$ cat config.mk
export PLATFORM = sky130hd
export DESIGN_NAME = vector_line_gen_flat
export DESIGN_NICKNAME = d
export VERILOG_FILES = /design/src/rtl/vector_line_gen_if.sv /design/src/rtl/vector_line_gen.sv /design/src/flat_wrapper.sv
export SDC_FILE = /design/constraint.sdc
export NUM_CORES = 1
export LEC_CHECK = 0
export CELL_PAD_IN_SITES_DETAIL_PLACEMENT = 0
export CELL_PAD_IN_SITES_GLOBAL_PLACEMENT = 1
export CORE_MARGIN = 1.5
export CORE_UTILIZATION = 35
export DETAILED_ROUTE_END_ITERATION = 7
export GPL_ROUTABILITY_DRIVEN = 1
export PLACE_DENSITY = 0.76
export SLEW_MARGIN = 30
export SYNTH_ARGS = -nofsm -noshare
export SYNTH_HDL_FRONTEND = slang
export SYNTH_SLANG_ARGS = --single-unit
export TNS_END_PERCENT = 50
$ cat constraint.sdc
create_clock -name clkin -period 5.55 [get_ports clkin]
set_input_delay 1.665 -clock clkin [delete_from_list [all_inputs] [get_ports clkin]]
set_output_delay 1.665 -clock clkin [all_outputs]
set_load 0.005 [all_outputs]
$ cat src/rtl/vector_line_gen_if.sv
// Command channel between the display-list fetcher and vector_line_gen.
// The fetcher drives the master side; the line generator is the slave.
interface vector_line_gen_if #(
    parameter int unsigned COORD_W = 10,
    parameter int unsigned INT_W   = 4
);
    logic               cmd_valid;
    logic               cmd_ready;
    logic               cmd_blank;
    logic [COORD_W-1:0] cmd_x0;
    logic [COORD_W-1:0] cmd_y0;
    logic [COORD_W-1:0] cmd_x1;
    logic [COORD_W-1:0] cmd_y1;
    logic [INT_W-1:0]   cmd_int;
    logic               abort;

    modport master (
        output cmd_valid, cmd_blank, cmd_x0, cmd_y0, cmd_x1, cmd_y1, cmd_int, abort,
        input  cmd_ready
    );

    modport slave (
        input  cmd_valid, cmd_blank, cmd_x0, cmd_y0, cmd_x1, cmd_y1, cmd_int, abort,
        output cmd_ready
    );
endinterface

$ cat src/rtl/vector_line_gen.sv
// Bresenham XY beam driver: walks one line (or one blank move) per command and
// presents each point on the DAC buses for a fixed number of clocks.
module vector_line_gen #(
    parameter int unsigned COORD_W  = 10,
    parameter int unsigned INT_W    = 4,
    parameter int unsigned STEP_DIV = 4,
    parameter int unsigned SETTLE   = 16
) (
    input  logic               clkin,
    input  logic               rst_n,
    vector_line_gen_if.slave   cmd,
    output logic [COORD_W-1:0] xdac_out,
    output logic [COORD_W-1:0] ydac_out,
    output logic [INT_W-1:0]   z_out,
    output logic               state_clk_out,
    output logic               busy,
    output logic               done
);
    localparam int unsigned EW      = COORD_W + 2;
    localparam int unsigned HoldMax = (STEP_DIV > SETTLE) ? STEP_DIV : SETTLE;
    localparam int unsigned CW      = $clog2(HoldMax + 1);

    typedef logic [COORD_W-1:0] coord_t;
    typedef enum logic [1:0] {StIdle, StSetup, StDraw, StSettle} state_e;

    state_e               state_q, state_d;
    logic                 blank_q, blank_d;
    coord_t               x0_q, x0_d, y0_q, y0_d, x1_q, x1_d, y1_q, y1_d;
    logic [INT_W-1:0]     int_q, int_d;
    logic signed [EW-1:0] dx_q, dx_d, dy_q, dy_d, err_q, err_d;
    logic                 sx_neg_q, sx_neg_d, sy_neg_q, sy_neg_d;
    coord_t               x_q, x_d, y_q, y_d;
    logic [INT_W-1:0]     z_q, z_d;
    logic                 strobe_q, strobe_d, done_q, done_d;
    logic                 pend_q, pend_d;
    logic [CW-1:0]        cnt_q, cnt_d;

    coord_t               dx_abs, dy_abs;
    logic signed [EW:0]   e2, dx_e, dy_e;

    assign cmd.cmd_ready = (state_q == StIdle) && !cmd.abort;

    always_comb begin
        dx_abs = (x1_q >= x0_q) ? x1_q - x0_q : x0_q - x1_q;
        dy_abs = (y1_q >= y0_q) ? y1_q - y0_q : y0_q - y1_q;
        e2     = {err_q, 1'b0};
        dx_e   = {dx_q[EW-1], dx_q};
        dy_e   = {dy_q[EW-1], dy_q};
    end

    always_comb begin
        state_d  = state_q;
        blank_d  = blank_q;
        x0_d     = x0_q;
        y0_d     = y0_q;
        x1_d     = x1_q;
        y1_d     = y1_q;
        int_d    = int_q;
        dx_d     = dx_q;
        dy_d     = dy_q;
        err_d    = err_q;
        sx_neg_d = sx_neg_q;
        sy_neg_d = sy_neg_q;
        x_d      = x_q;
        y_d      = y_q;
        z_d      = z_q;
        pend_d   = pend_q;
        cnt_d    = cnt_q;
        strobe_d = 1'b0;
        done_d   = 1'b0;

        unique case (state_q)
            StIdle: begin
                if (cmd.cmd_valid && cmd.cmd_ready) begin
                    blank_d = cmd.cmd_blank;
                    x0_d    = cmd.cmd_x0;
                    y0_d    = cmd.cmd_y0;
                    x1_d    = cmd.cmd_x1;
                    y1_d    = cmd.cmd_y1;
                    int_d   = cmd.cmd_int;
                    state_d = StSetup;
                end
            end
            StSetup: begin
                dx_d     = signed'({2'b00, dx_abs});
                dy_d     = -signed'({2'b00, dy_abs});
                err_d    = signed'({2'b00, dx_abs}) - signed'({2'b00, dy_abs});
                sx_neg_d = x1_q < x0_q;
                sy_neg_d = y1_q < y0_q;
                pend_d   = 1'b1;
                state_d  = blank_q ? StSettle : StDraw;
            end
            StDraw: begin
                // pend_q marks the first point, which is presented without stepping
                if (pend_q) begin
                    x_d      = x0_q;
                    y_d      = y0_q;
                    z_d      = int_q;
                    strobe_d = 1'b1;
                    cnt_d    = CW'(STEP_DIV - 1);
                    pend_d   = 1'b0;
                end else if (cnt_q != '0) begin
                    cnt_d = cnt_q - CW'(1);
                end else if (x_q == x1_q && y_q == y1_q) begin
                    done_d  = 1'b1;
                    z_d     = '0;
                    state_d = StIdle;
                end else begin
                    if (e2 >= dy_e) begin
                        err_d = err_d + dy_q;
                        x_d   = sx_neg_q ? x_q - COORD_W'(1) : x_q + COORD_W'(1);
                    end
                    if (e2 <= dx_e) begin
                        err_d = err_d + dx_q;
                        y_d   = sy_neg_q ? y_q - COORD_W'(1) : y_q + COORD_W'(1);
                    end
                    strobe_d = 1'b1;
                    cnt_d    = CW'(STEP_DIV - 1);
                end
            end
            StSettle: begin
                if (pend_q) begin
                    x_d      = x1_q;
                    y_d      = y1_q;
                    z_d      = '0;
                    strobe_d = 1'b1;
                    cnt_d    = CW'(SETTLE - 1);
                    pend_d   = 1'b0;
                end else if (cnt_q != '0) begin
                    cnt_d = cnt_q - CW'(1);
                end else begin
                    done_d  = 1'b1;
                    state_d = StIdle;
                end
            end
            default: state_d = StIdle;
        endcase

        // Abort leaves the beam position where it is but blanks it at once
        if (cmd.abort && state_q != StIdle) begin
            state_d  = StIdle;
            z_d      = '0;
            strobe_d = 1'b0;
            done_d   = 1'b0;
            pend_d   = 1'b0;
            cnt_d    = '0;
        end
    end

    always_ff @(posedge clkin or negedge rst_n) begin
        if (!rst_n) begin
            state_q  <= StIdle;
            blank_q  <= 1'b0;
            x0_q     <= '0;
            y0_q     <= '0;
            x1_q     <= '0;
            y1_q     <= '0;
            int_q    <= '0;
            dx_q     <= '0;
            dy_q     <= '0;
            err_q    <= '0;
            sx_neg_q <= 1'b0;
            sy_neg_q <= 1'b0;
            x_q      <= '0;
            y_q      <= '0;
            z_q      <= '0;
            strobe_q <= 1'b0;
            done_q   <= 1'b0;
            pend_q   <= 1'b0;
            cnt_q    <= '0;
        end else begin
            state_q  <= state_d;
            blank_q  <= blank_d;
            x0_q     <= x0_d;
            y0_q     <= y0_d;
            x1_q     <= x1_d;
            y1_q     <= y1_d;
            int_q    <= int_d;
            dx_q     <= dx_d;
            dy_q     <= dy_d;
            err_q    <= err_d;
            sx_neg_q <= sx_neg_d;
            sy_neg_q <= sy_neg_d;
            x_q      <= x_d;
            y_q      <= y_d;
            z_q      <= z_d;
            strobe_q <= strobe_d;
            done_q   <= done_d;
            pend_q   <= pend_d;
            cnt_q    <= cnt_d;
        end
    end

    assign xdac_out      = x_q;
    assign ydac_out      = y_q;
    assign z_out         = z_q;
    assign state_clk_out = strobe_q;
    assign done          = done_q;
    assign busy          = (state_q == StDraw) || (state_q == StSettle);
endmodule

$ cat src/flat_wrapper.sv
// flat-port wrapper written by rule: the top's interface ports become plain ports
module vector_line_gen_flat 
#(
    parameter int unsigned COORD_W  = 10,
    parameter int unsigned INT_W    = 4,
    parameter int unsigned STEP_DIV = 4,
    parameter int unsigned SETTLE   = 16
)
  (clkin, rst_n, xdac_out, ydac_out, z_out, state_clk_out, busy, done, cmd_cmd_valid, cmd_cmd_blank, cmd_cmd_x0, cmd_cmd_y0, cmd_cmd_x1, cmd_cmd_y1, cmd_cmd_int, cmd_abort, cmd_cmd_ready);
  vector_line_gen_if #(.COORD_W(COORD_W), .INT_W(INT_W)) cmd_i ();
  input  logic clkin;
  input  logic rst_n;
  output logic [COORD_W-1:0] xdac_out;
  output logic [COORD_W-1:0] ydac_out;
  output logic [INT_W-1:0] z_out;
  output logic state_clk_out;
  output logic busy;
  output logic done;
  input wire logic [$bits(cmd_i.cmd_valid)-1:0] cmd_cmd_valid;
  input wire logic [$bits(cmd_i.cmd_blank)-1:0] cmd_cmd_blank;
  input wire logic [$bits(cmd_i.cmd_x0)-1:0] cmd_cmd_x0;
  input wire logic [$bits(cmd_i.cmd_y0)-1:0] cmd_cmd_y0;
  input wire logic [$bits(cmd_i.cmd_x1)-1:0] cmd_cmd_x1;
  input wire logic [$bits(cmd_i.cmd_y1)-1:0] cmd_cmd_y1;
  input wire logic [$bits(cmd_i.cmd_int)-1:0] cmd_cmd_int;
  input wire logic [$bits(cmd_i.abort)-1:0] cmd_abort;
  output wire logic [$bits(cmd_i.cmd_ready)-1:0] cmd_cmd_ready;
  assign cmd_i.cmd_valid = cmd_cmd_valid;
  assign cmd_i.cmd_blank = cmd_cmd_blank;
  assign cmd_i.cmd_x0 = cmd_cmd_x0;
  assign cmd_i.cmd_y0 = cmd_cmd_y0;
  assign cmd_i.cmd_x1 = cmd_cmd_x1;
  assign cmd_i.cmd_y1 = cmd_cmd_y1;
  assign cmd_i.cmd_int = cmd_cmd_int;
  assign cmd_i.abort = cmd_abort;
  assign cmd_cmd_ready = cmd_i.cmd_ready;
  vector_line_gen #(.COORD_W(COORD_W), .INT_W(INT_W), .STEP_DIV(STEP_DIV), .SETTLE(SETTLE)) u_core (.clkin(clkin), .rst_n(rst_n), .cmd(cmd_i), .xdac_out(xdac_out), .ydac_out(ydac_out), .z_out(z_out), .state_clk_out(state_clk_out), .busy(busy), .done(done));
endmodule
==> metrics, run 1 <==
Vias/cell 5.264; Top delay family on crit path compound AO/OA/AOI/OAI gates; synth warn 0; max_slew headroom 0.4112; worst-skew pair later-pin latency 0.42 ns; Clock Tree Root clkbuf_16; clk buf depth 2; Hold Vio Cnt, Final 0; crit path launch u_core.x1_q[0]; min cycle time layout 4.795 ns; die height 171.4 µm; total core area 27,860 µm²; startpoint class of the critical path flop; first-pass GRT wire length 44.22 mm; Worst Setup EP u_core.err_q[9]; fraction of layout cells with a size suffix above 1 0.07449; Req. time, crit path 5.87 ns; worst r2r src u_core.x1_q[0]; Yosys top cell by area dfrtp_1; antenna viol nets, final 0; Num CTS Buffers 17; most frequent cells in the layout 128 x nand2_1, 115 x dfrtp_1, 110 x o21ai_0; Syn Std Cell Area 9921 µm²; Post-Syn Nets approximately 1,300; flop2flop setup slack 0.75 ns; Final Max Tran Viols 0; Fin Setup TNS 0 ns; HPWL Detailed 21.29 mm; RSZ-0062 raised after global routing no; Seq/Total Area, Yosys 0.2901; final worst setup slack 0.7547 ns; post-cts sizing count 0; Area contributors post-synth dfrtp_1 29%, ha_1 14%, o21ai_0 5.6%; CTS sink count 115; CTS HTree Levels 4; initial antenna violation count 0; vias in the first global route 8,474; Area Overhead vs Synth 17.14%; crit path DAT 5.12 ns; Starting Density 0.3561; crit path cell chain inv_1 > ha_1 > inv_1 > fa_1 > a21o_1 > a21oi_1 > o221ai_2 > nor4_2 > nor2_1 > mux2i_1 > inv_1 > ha_1 > nor2b_1 > o21ai_0 > a21boi_0 > o21ai_0 > nand2b_1 > a31oi_1 > o21ai_0 > xnor2_1 > a221oi_1; synthesized flop and latch total 115; CP endpoint kind flop; layout net count 1,390; Synth Flop Type dfrtp_1; Top Ports slightly below 80; area fraction of the dominant cell type after synthesis 0.2901; EDFF count, synth 0; Std-Cell Rows 61; skew final 0.009020 ns; clk slew on worst S/H paths 0.06 ns; max incr delay on CP 0.42 ns; Worst Hold Class flop to flop; max frequency approximately 210 MHz; Critical Path Fanout Max 7; largest net degree at the start of global routing between 60 and 70; worst slew pin tran 0.8793 ns; cell count along the critical path 21; Final setup viols 0; global route overflow 0; most common cell after layout, fill and taps aside nand2_1; n_diodes 0; max cap viols 0; routability cong. roughly 0.87; Synth cell types 87; number of hold buffers added after CTS 0; GRT Overall Usage 0.1937; Worst R2R Path Depth 21; outcome completed; DP Worst Slack 0.7707 ns; Mapped Avg Cell Area between 8 and 9 µm²; Async SR Flop Fraction 1.000; Cells after Synth 1,163; RR Endpoint u_core.err_q[9]; type of the worst setup path flop to flop; First-pass DRT Iterations 5; worst path bufs/invs 3; CTS tree done; number of buffers inserted by port buffering 76; DIE AREA 29,360 µm²; Post-CTS Setup Bufs 0; die width roughly 170 µm; Vias 8,491; 1st-iter DRT viols 475; post-DR wirelength/cell 16.74 µm; Post-route DRC 0; CP max stage cell dfrtp_1; Period Utilization, post-route 0.8640; Detailed Route WL between 20 and 30 mm
## worst register-to-register path, delay by kind of cell (launching register included)
family / cells / cell delay [ns]
AOI/OAI and AO/OA: 9 / 1.82
xor gates and xnor gates: 1 / 0.14
adders and majority gates: 3 / 0.82
buffers and inverters: 3 / 0.24
DFF: 1 / 0.42
muxes: 1 / 0.35
and+or+nand+nor: 4 / 0.90
## synth_stat cells, types with 11 or more instances
library cell / instances
o21a_1: 14
xnor2_1: 30
inv_1: 109
xor2_1: 38
o21ai_1: 11
mux2i_1: 18
nand2_1: 128
nor2_1: 69
clkbuf_1: 36
nand3_1: 17
o21ai_0: 111
nor3_1: 22
o211ai_1: 20
a21o_1: 19
a21oi_1: 54
dfrtp_1: 115
nor4_1: 13
mux2_2: 23
nor2b_1: 22
ha_1: 109
## per-layer routing
layer	GRT usage	vias to the layer above	wire length (µm)
li1	-	4236	-
met1	0.2630	4025	13200
met2	0.3031	181	11890
met3	0.03682	49	1080
met4	0.07666	0	824
met5	0	-	0
## how the worst min path moves through the flow
stage	cells after the start	to	startpoint	slack (ns)
floorplan	2	u_core.z_out[0]	u_core.int_q[0]	0.46
global placement	2	u_core.z_out[3]	u_core.int_q[3]	0.48
detailed placement	2	u_core.z_out[1]	u_core.int_q[1]	0.49
CTS	1	u_core.int_q[0]	u_core.int_q[0]	0.51
global route	1	u_core.int_q[0]	u_core.int_q[0]	0.51
finish	2	u_core.z_out[0]	u_core.int_q[0]	0.51
## sequential cells by signal, summed over array words and instances (netlist names)
name / count
u_core.done: 1
u_core.x1_q: 10
u_core.z_out: 4
u_core.ydac_out: 10
u_core.sy_neg_q: 1
u_core.y1_q: 10
u_core.int_q: 4
u_core.sx_neg_q: 1
u_core.x0_q: 10
u_core.dy_q: 12
u_core.pend_q: 1
u_core.dx_q: 10
u_core.cnt_q: 5
u_core.blank_q: 1
u_core.state_clk_out: 1
u_core.state_q: 2
u_core.y0_q: 10
u_core.xdac_out: 10
u_core.err_q: 12
## logic make-up after synthesis
logic type,share of synthesized area
AO/OA/AOI/OAI,0.2158
XOR/XNOR,0.06167
adder cells (fa/ha/maj),0.1556
buffers and inverters,0.06558
flip-flops,0.2901
multiplexers,0.05373
AND/OR/NAND/NOR,0.1575
## layout make-up
class | count | area (µm²)
Clock buffer | 27 | 513.0
Clock inverter | 4 | 70.07
Fill cell | 2795 | 16240
Inverter | 110 | 412.9
Multi-Input combinational cell | 890 | 6402
Sequential cell | 115 | 2878
Tap cell | 378 | 473.0
Timing Repair Buffer | 89 | 872.1
## stage by stage
| stage | util | std cells | area, µm² | hold WS (ns) |
|---|---|---|---|---|
| detailed placement | 0.3961 | 1582 | 11030 | 0.4910 |
| finish | 0.4172 | 1613 | 11620 | 0.5075 |
| CTS | 0.4170 | 1613 | 11620 | 0.5085 |
| global placement | 0.3961 | 1582 | 11030 | 0.4758 |
| global route | 0.4172 | 1613 | 11620 | 0.5128 |
| floorplan | - | 1163 | 9921 | 0.4648 |
Power of run 1 is not shown: default switching activity piles up to over one toggle a cycle in this logic, so the estimate is an artifact.
==> run 2, diff against run 1 <==
ABC_AREA = 1   (was unset)
CTS_CLUSTER_DIAMETER = 100   (was unset)
PLACE_DENSITY = 0.79   (was 0.76)
SLEW_MARGIN = 20   (was 30)
==> run 2 against run 1 <==
Compared with the run above:
- routed wire length up 12%
- non-clock buffer count shrank 7
- flip-flop and latch count unchanged
- synthesized cell count is 33% higher
- critical path depth is 18 lower
- worst setup slack better by 0.26 ns
- register-to-register slack better by 0.54 ns
- count of clock-buffer cells in the layout shrank 8
- first-iteration DRC count increased by 2.9%
- critical path type is now input pin to output pin
- critical endpoint is now cmd_cmd_ready
==> metrics, run 2 <==
outcome completed (unchanged); CTS tree done (unchanged); antenna viol nets, final 0 (unchanged); Final setup viols 0 (unchanged); Std-Cell Rows 63 (was 61); HPWL Detailed 23.84 mm (was 21.29 mm); GRT Overall Usage 0.2027 (was 0.1937); worst-skew pair later-pin latency 0.43 ns (was 0.42 ns); DP Worst Slack 1.006 ns (was 0.7707 ns); die width 177.5 µm (was 171.4 µm); Area contributors post-synth dfrtp_1 27%, nand2_1 14%, ha_1 13% (was dfrtp_1 29%, ha_1 14%, o21ai_0 5.6%); max frequency 220.5 MHz (was 208.5 MHz); Period Utilization, post-route 0.8170 (was 0.8640); Hold Vio Cnt, Final 0 (unchanged); Final Max Tran Viols 0 (unchanged); First-pass DRT Iterations 8 (was 5); Synth cell types 54 (was 87); worst slew pin tran 0.8950 ns (was 0.8793 ns); Worst Hold Class flop to flop (unchanged); met2 WL 13.70 mm (was 11.89 mm); Seq/Total Area, Yosys 0.2700 (was 0.2901); total core area 29,800 µm² (was 27,860 µm²); Critical Path Fanout Max 5 (was 7); Syn Std Cell Area 10,660 µm² (was 9921 µm²); Vias/cell 4.972 (was 5.264); number of buffers inserted by port buffering 76 (unchanged); Met3 Wirelength 1.120 mm (was 1.080 mm); n_diodes 0 (unchanged); Fin Setup TNS 0 ns (unchanged); CTS sink count 115 (unchanged); largest net degree at the start of global routing 60 (was 69); CP endpoint kind output pin (was flop); uppermost routed layer met4 (unchanged); area fraction of the dominant cell type after synthesis 0.2700 (was 0.2901); Mapped Avg Cell Area 6.900 µm² (was 8.530 µm²); Async SR Flop Fraction 1.000 (unchanged); Synth Flop Type dfrtp_1 (unchanged); top-count cell post-synth nand2_1 (unchanged); post-DR wirelength/cell 15.04 µm (was 16.74 µm); Starting Density 0.3578 (was 0.3561); global route overflow 0 (unchanged); final worst setup slack 1.015 ns (was 0.7547 ns); max_slew headroom 0.4027 (was 0.4112); most common cell after layout, fill and taps aside nand2_1 (unchanged); clk slew on worst S/H paths 0.06 ns (about the same); clk buf depth 2 (unchanged); Post-Syn Nets 1,712 (was 1,330); most frequent cells in the layout 392 x nand2_1, 201 x inv_1, 157 x nor2_1 (was 128 x nand2_1, 115 x dfrtp_1, 110 x o21ai_0); layout net count 1,775 (was 1,390); placed insts 1,979 (was 1,582); top flop regs u_core.dy_q: 12 flops, u_core.err_q: 12 flops (unchanged); first-pass GRT wire length 50.15 mm (was 44.22 mm); synthesized flop and latch total 115 (unchanged); die height 177.5 µm (was 171.4 µm); Num CTS Buffers 17 (unchanged); max cap viols 0 (unchanged); min cycle time layout 4.535 ns (was 4.795 ns); crit path launch cmd_abort (was u_core.x1_q[0]); met1 wire length 14.67 mm (was 13.20 mm); synth warn 0 (unchanged); 1st-iter DRT viols 489 (was 475); worst r2r src u_core.x1_q[0] (unchanged); fraction of layout cells with a size suffix above 1 0.06046 (was 0.07449); crit path DAT 2.87 ns (was 5.12 ns); Non-Filler Instances 2,011 (was 1,613); worst hold start u_core.z_out[1] (was u_core.int_q[0]); Req. time, crit path 3.88 ns (was 5.87 ns); RSZ-0062 raised after global routing no (unchanged); Yosys top cell by area dfrtp_1 (unchanged); Vias 9,999 (was 8,491); post-cts sizing count 0 (unchanged); # fillers 3,157 (was 2,795); Cells after Synth 1,545 (was 1,163); number of hold buffers added after CTS 0 (unchanged); commonest cells in the synthesized netlist 393 x nand2_1, 201 x inv_1, 158 x nor2_1, 148 x a21oi_1, 115 x dfrtp_1 (was 128 x nand2_1, 115 x dfrtp_1, 111 x o21ai_0, 109 x ha_1, 109 x inv_1); startpoint class of the critical path input pin (was flop); Top Ports 77 (unchanged); routability cong. 0.8762 (was 0.8712); Post-CTS Setup Bufs 0 (unchanged); CTS HTree Levels 4 (unchanged); Post-route DRC 0 (unchanged); Clock Tree Root clkbuf_16 (unchanged); Detailed Route WL 30.25 mm (was 27.00 mm); type of the worst setup path input pin to output pin (was flop to flop); Area Overhead vs Synth 15.80% (was 17.14%); EDFF count, synth 0 (unchanged); skew final 0.01299 ns (was 0.009020 ns); DIE AREA 31,510 µm² (was 29,360 µm²); initial antenna violation count 0 (unchanged); vias in the first global route 9,790 (was 8,474)
[run 2: cell types whose count changed after synthesis, sizes merged, moves of 16 or more]
cell    delta
nand2    +283
inv       +96
nor2      +94
a21oi     +92
nand3     +67
o21ai     -35
mux2      -23
nor2b     -22
o211ai    -17
nor3      -16
[run 2: path summary, 6_finish.rpt]
path	end	slack, ns	depth (start not counted)
min in group asynchronous	u_core.y1_q[6]	1.36	1
max reg2reg	u_core.err_q[10]	1.29	22
max	cmd_cmd_ready	1.02	3
min	u_core.z_out[1]	0.49	2
min reg2reg	u_core.z_out[1]	0.49	2
max in group asynchronous	u_core.sx_neg_q	3.25	2
[run 2: critical path: stages]
cell and delay, ns:
clkdlybuf4s50_1 0.49, nor2_1 0.19, clkdlybuf4s50_1 0.52
[run 2: logic make-up after synthesis]
logic type / count (synthesis) / share of synthesized area
simple gates: 706 / 0.2834
compound gates: 291 / 0.1504
buf+inv: 245 / 0.09202
fa+ha+maj: 118 / 0.1448
flops: 115 / 0.2700
xor+xnor: 60 / 0.04930
mux: 10 / 0.01009
[run 2: cell type report]
| type | count | area (µm²) | area share |
|---|---|---|---|
| well taps | 390 | 488.0 | 0.03953 |
| repair buffers | 82 | 803.3 | 0.06507 |
| multi-input cells | 1185 | 6807 | 0.5514 |
| clock buffers | 19 | 452.9 | 0.03669 |
| flip-flops and latches | 115 | 2878 | 0.2331 |
| inverters | 207 | 789.5 | 0.06396 |
| clock inverters | 13 | 126.4 | 0.01024 |
[run 2: stage by stage]
step,hold slack (ns),utilization,cell area (µm²)
detailed placement,0.4761,0.3949,11770
CTS,0.4901,0.4143,12340
global placement,0.4742,0.3949,11770
global route,0.5262,0.4143,12340
finish,0.4863,0.4143,12340
floorplan,0.4530,-,10660
[run 2: per-layer routing]
metal	global-route usage	vias to the layer above
li1	-	5145
met1	0.2728	4624
met2	0.3307	193
met3	0.02871	37
met4	0.07108	0
met5	0	-
Power of run 2 is left out for the same reason.
==> run 3, diff against run 2 <==
PLACE_DENSITY = 0.81   (was 0.79)
clock period = 4.1 ns   (was 5.55 ns; I/O delays follow)
==> run 3 against run 2 <==
Compared with the run above:
- global-route usage up 0.37 points
- die area stayed put
- via count rose by 1.8%
- non-clock buffer count increased by 17
- flip-flop and latch count stayed put
- register-to-register slack got worse by 1.1 ns
- critical path type is now flop to flop
- critical endpoint is now u_core.err_q[7]
- highest routed layer unchanged
==> metrics, run 3 (synthesized netlist as in run 2, its figures left out) <==
Clock Tree Root clkbuf_16 (unchanged); critical path's most frequent cell nand2_1 (was clkdlybuf4s50_1); top flop regs u_core.dy_q: 12 flops, u_core.err_q: 12 flops (unchanged); 1st-iter DRT viols 659 (was 489); met1 wire length 15.09 mm (was 14.67 mm); Detailed Route WL 31.10 mm (was 30.25 mm); Final Max Tran Viols 0 (unchanged); post-cts sizing count 0 (unchanged); CP endpoint kind flop (was output pin); Hold Vio Cnt, Final 0 (unchanged); most frequent cells in the layout 392 x nand2_1, 201 x inv_1, 157 x nor2_1 (unchanged); CP max stage cell fa_1 (was clkdlybuf4s50_1); Top Ports 77 (unchanged); antenna viol nets, final 0 (unchanged); uppermost routed layer met4 (unchanged); Met3 Wirelength 1.273 mm (was 1.120 mm); flop2flop setup slack 0.20 ns (was 1.29 ns); Critical Path Fanout Max 12 (was 5); Std-Cell Rows 63 (unchanged); worst slew pin tran 1.083 ns (was 0.8950 ns); # fillers 3,130 (was 3,157); Num CTS Buffers 17 (unchanged); max frequency 256.3 MHz; startpoint class of the critical path flop (was input pin); Starting Density 0.3578 (unchanged); post-DR wirelength/cell 15.34 µm (was 15.04 µm); CTS HTree Levels 4 (unchanged); RR Endpoint u_core.err_q[7] (was u_core.err_q[10]); skew final 0.008161 ns (was 0.01299 ns); initial antenna violation count 0 (unchanged); clk buf depth 2 (unchanged); die height 177.5 µm (unchanged); total core area 29,800 µm² (unchanged); fraction of layout cells with a size suffix above 1 0.07204 (was 0.06046); max incr delay on CP 0.44 ns (was 0.52 ns); layout net count 1,792 (was 1,775); global route overflow 0 (unchanged); Period Utilization, post-route 0.9515; crit path cell chain inv_1 > ha_1 > inv_1 > fa_1 > nand2_1 > nand2_1 > nand2_1 > o211ai_1 > nand2_1 > nand4_2 > buf_4 > mux2i_1 > ha_1 > inv_1 > o21ai_0 > a211oi_1 > xor2_1 > nor2_1 > nor2_1 > a21oi_1 (was clkdlybuf4s50_1 > nor2_1 > clkdlybuf4s50_1); vias in the first global route 9,901 (was 9,790); CTS sink count 115 (unchanged); worst hold start u_core.cnt_q[0] (was u_core.z_out[1]); Req. time, crit path 4.39 ns (was 3.88 ns); Worst Hold Class flop to flop (unchanged); first-pass GRT wire length 51.26 mm (was 50.15 mm); Final setup viols 0 (unchanged); worst r2r src u_core.x1_q[0] (unchanged); largest net degree at the start of global routing 64 (was 60); met2 WL 14.15 mm (was 13.70 mm); clk slew on worst S/H paths 0.06 ns (about the same); n_diodes 0 (unchanged); Vias/cell 5.020 (was 4.972); Hold Path Depth 2 (unchanged); Worst R2R Path Depth 20 (was 22); crit path DAT 4.19 ns (was 2.87 ns); Vias 10,180 (was 9,999); number of hold buffers added after CTS 0 (unchanged); Non-Filler Instances 2,028 (was 2,011); CTS tree done (unchanged); worst-skew pair later-pin latency 0.43 ns (about the same); max cap viols 0 (unchanged); Post-route DRC 0 (unchanged); routability cong. 0.9176 (was 0.8762); Post-CTS Setup Bufs 0 (unchanged); max_slew headroom 0.2747 (was 0.4027); placed insts 1,996 (was 1,979); Area Overhead vs Synth 17.59% (was 15.80%); DIE AREA 31,510 µm² (unchanged); First-pass DRT Iterations 5 (was 8); Hold EP u_core.cnt_q[0] (was u_core.z_out[1]); most common cell after layout, fill and taps aside nand2_1 (unchanged); min cycle time layout 3.901 ns; GRT Overall Usage 0.2063 (was 0.2027); RSZ-0062 raised after global routing yes (was no); number of buffers inserted by port buffering 76 (unchanged); HPWL Detailed 24.53 mm (was 23.84 mm); type of the worst setup path flop to flop (was input pin to output pin); outcome completed (unchanged); die width 177.5 µm (unchanged)
-- run 3: cell count changes in the layout (fill, tap and decap cells not counted), moves of 2 or more --
| cell | change |
|---|---|
| bufinv_16 | +2 |
| buf_4 | +15 |
| buf_12 | +2 |
| clkinv_4 | -2 |
| clkbuf_8 | -2 |
-- run 3: layout make-up --
type / instances / area, µm² / share of cell area
clock inverter: 15 / 181.4 / 0.01447
tap: 390 / 488.0 / 0.03893
clock buffer: 17 / 425.4 / 0.03394
multi-input combinational: 1185 / 6818 / 0.5439
sequential: 115 / 2878 / 0.2296
timing repair buffer: 99 / 955.9 / 0.07625
inverter: 207 / 789.5 / 0.06298
-- run 3: critical path: cells and delay by family (launching register included) --
family,cells,cell delay (ns)
xor gates and xnor gates,1,0.19
AOI/OAI and AO/OA,4,0.70
DFF,1,0.41
muxes,1,0.33
adders and majority gates,3,0.93
and+or+nand+nor,7,0.68
buffers and inverters,4,0.51
-- run 3: per-stage QoR --
step                      hold slack, ns  setup TNS [ns]  worst slack [ns]  cell area, µm²  utilization
after floorplan                   0.4530               0            0.6308           10660            -
final                             0.4863               0            0.1988           12540       0.4207
after CTS                         0.4909               0            0.2127           12520       0.4203
after global placement            0.4696               0            0.3077           11920       0.4000
after detailed placement          0.4755               0            0.2319           11920       0.4000
after global routing              0.5083        -0.09729          -0.06422           12540       0.4207
-- run 3: routing by layer --
layer	GRT usage	vias to the layer above
li1	-	5178
met1	0.2838	4735
met2	0.3353	235
met3	0.02806	32
met4	0.06162	0
met5	0	-
-- run 3: worst max-delay path by stage --
stage                              start                to  slack, ns  cells after the start
after detailed placement  u_core.x1_q[0]  u_core.err_q[11]       0.23                     22
final                     u_core.x1_q[0]   u_core.err_q[7]       0.20                     20
after global routing      u_core.x1_q[0]   u_core.err_q[7]      -0.06                     20
after floorplan           u_core.x1_q[0]  u_core.err_q[11]       0.63                     23
after CTS                 u_core.x1_q[0]  u_core.err_q[11]       0.21                     22
after global placement    u_core.x1_q[0]   u_core.err_q[7]       0.31                     20
Power of run 3 is left out for the same reason.
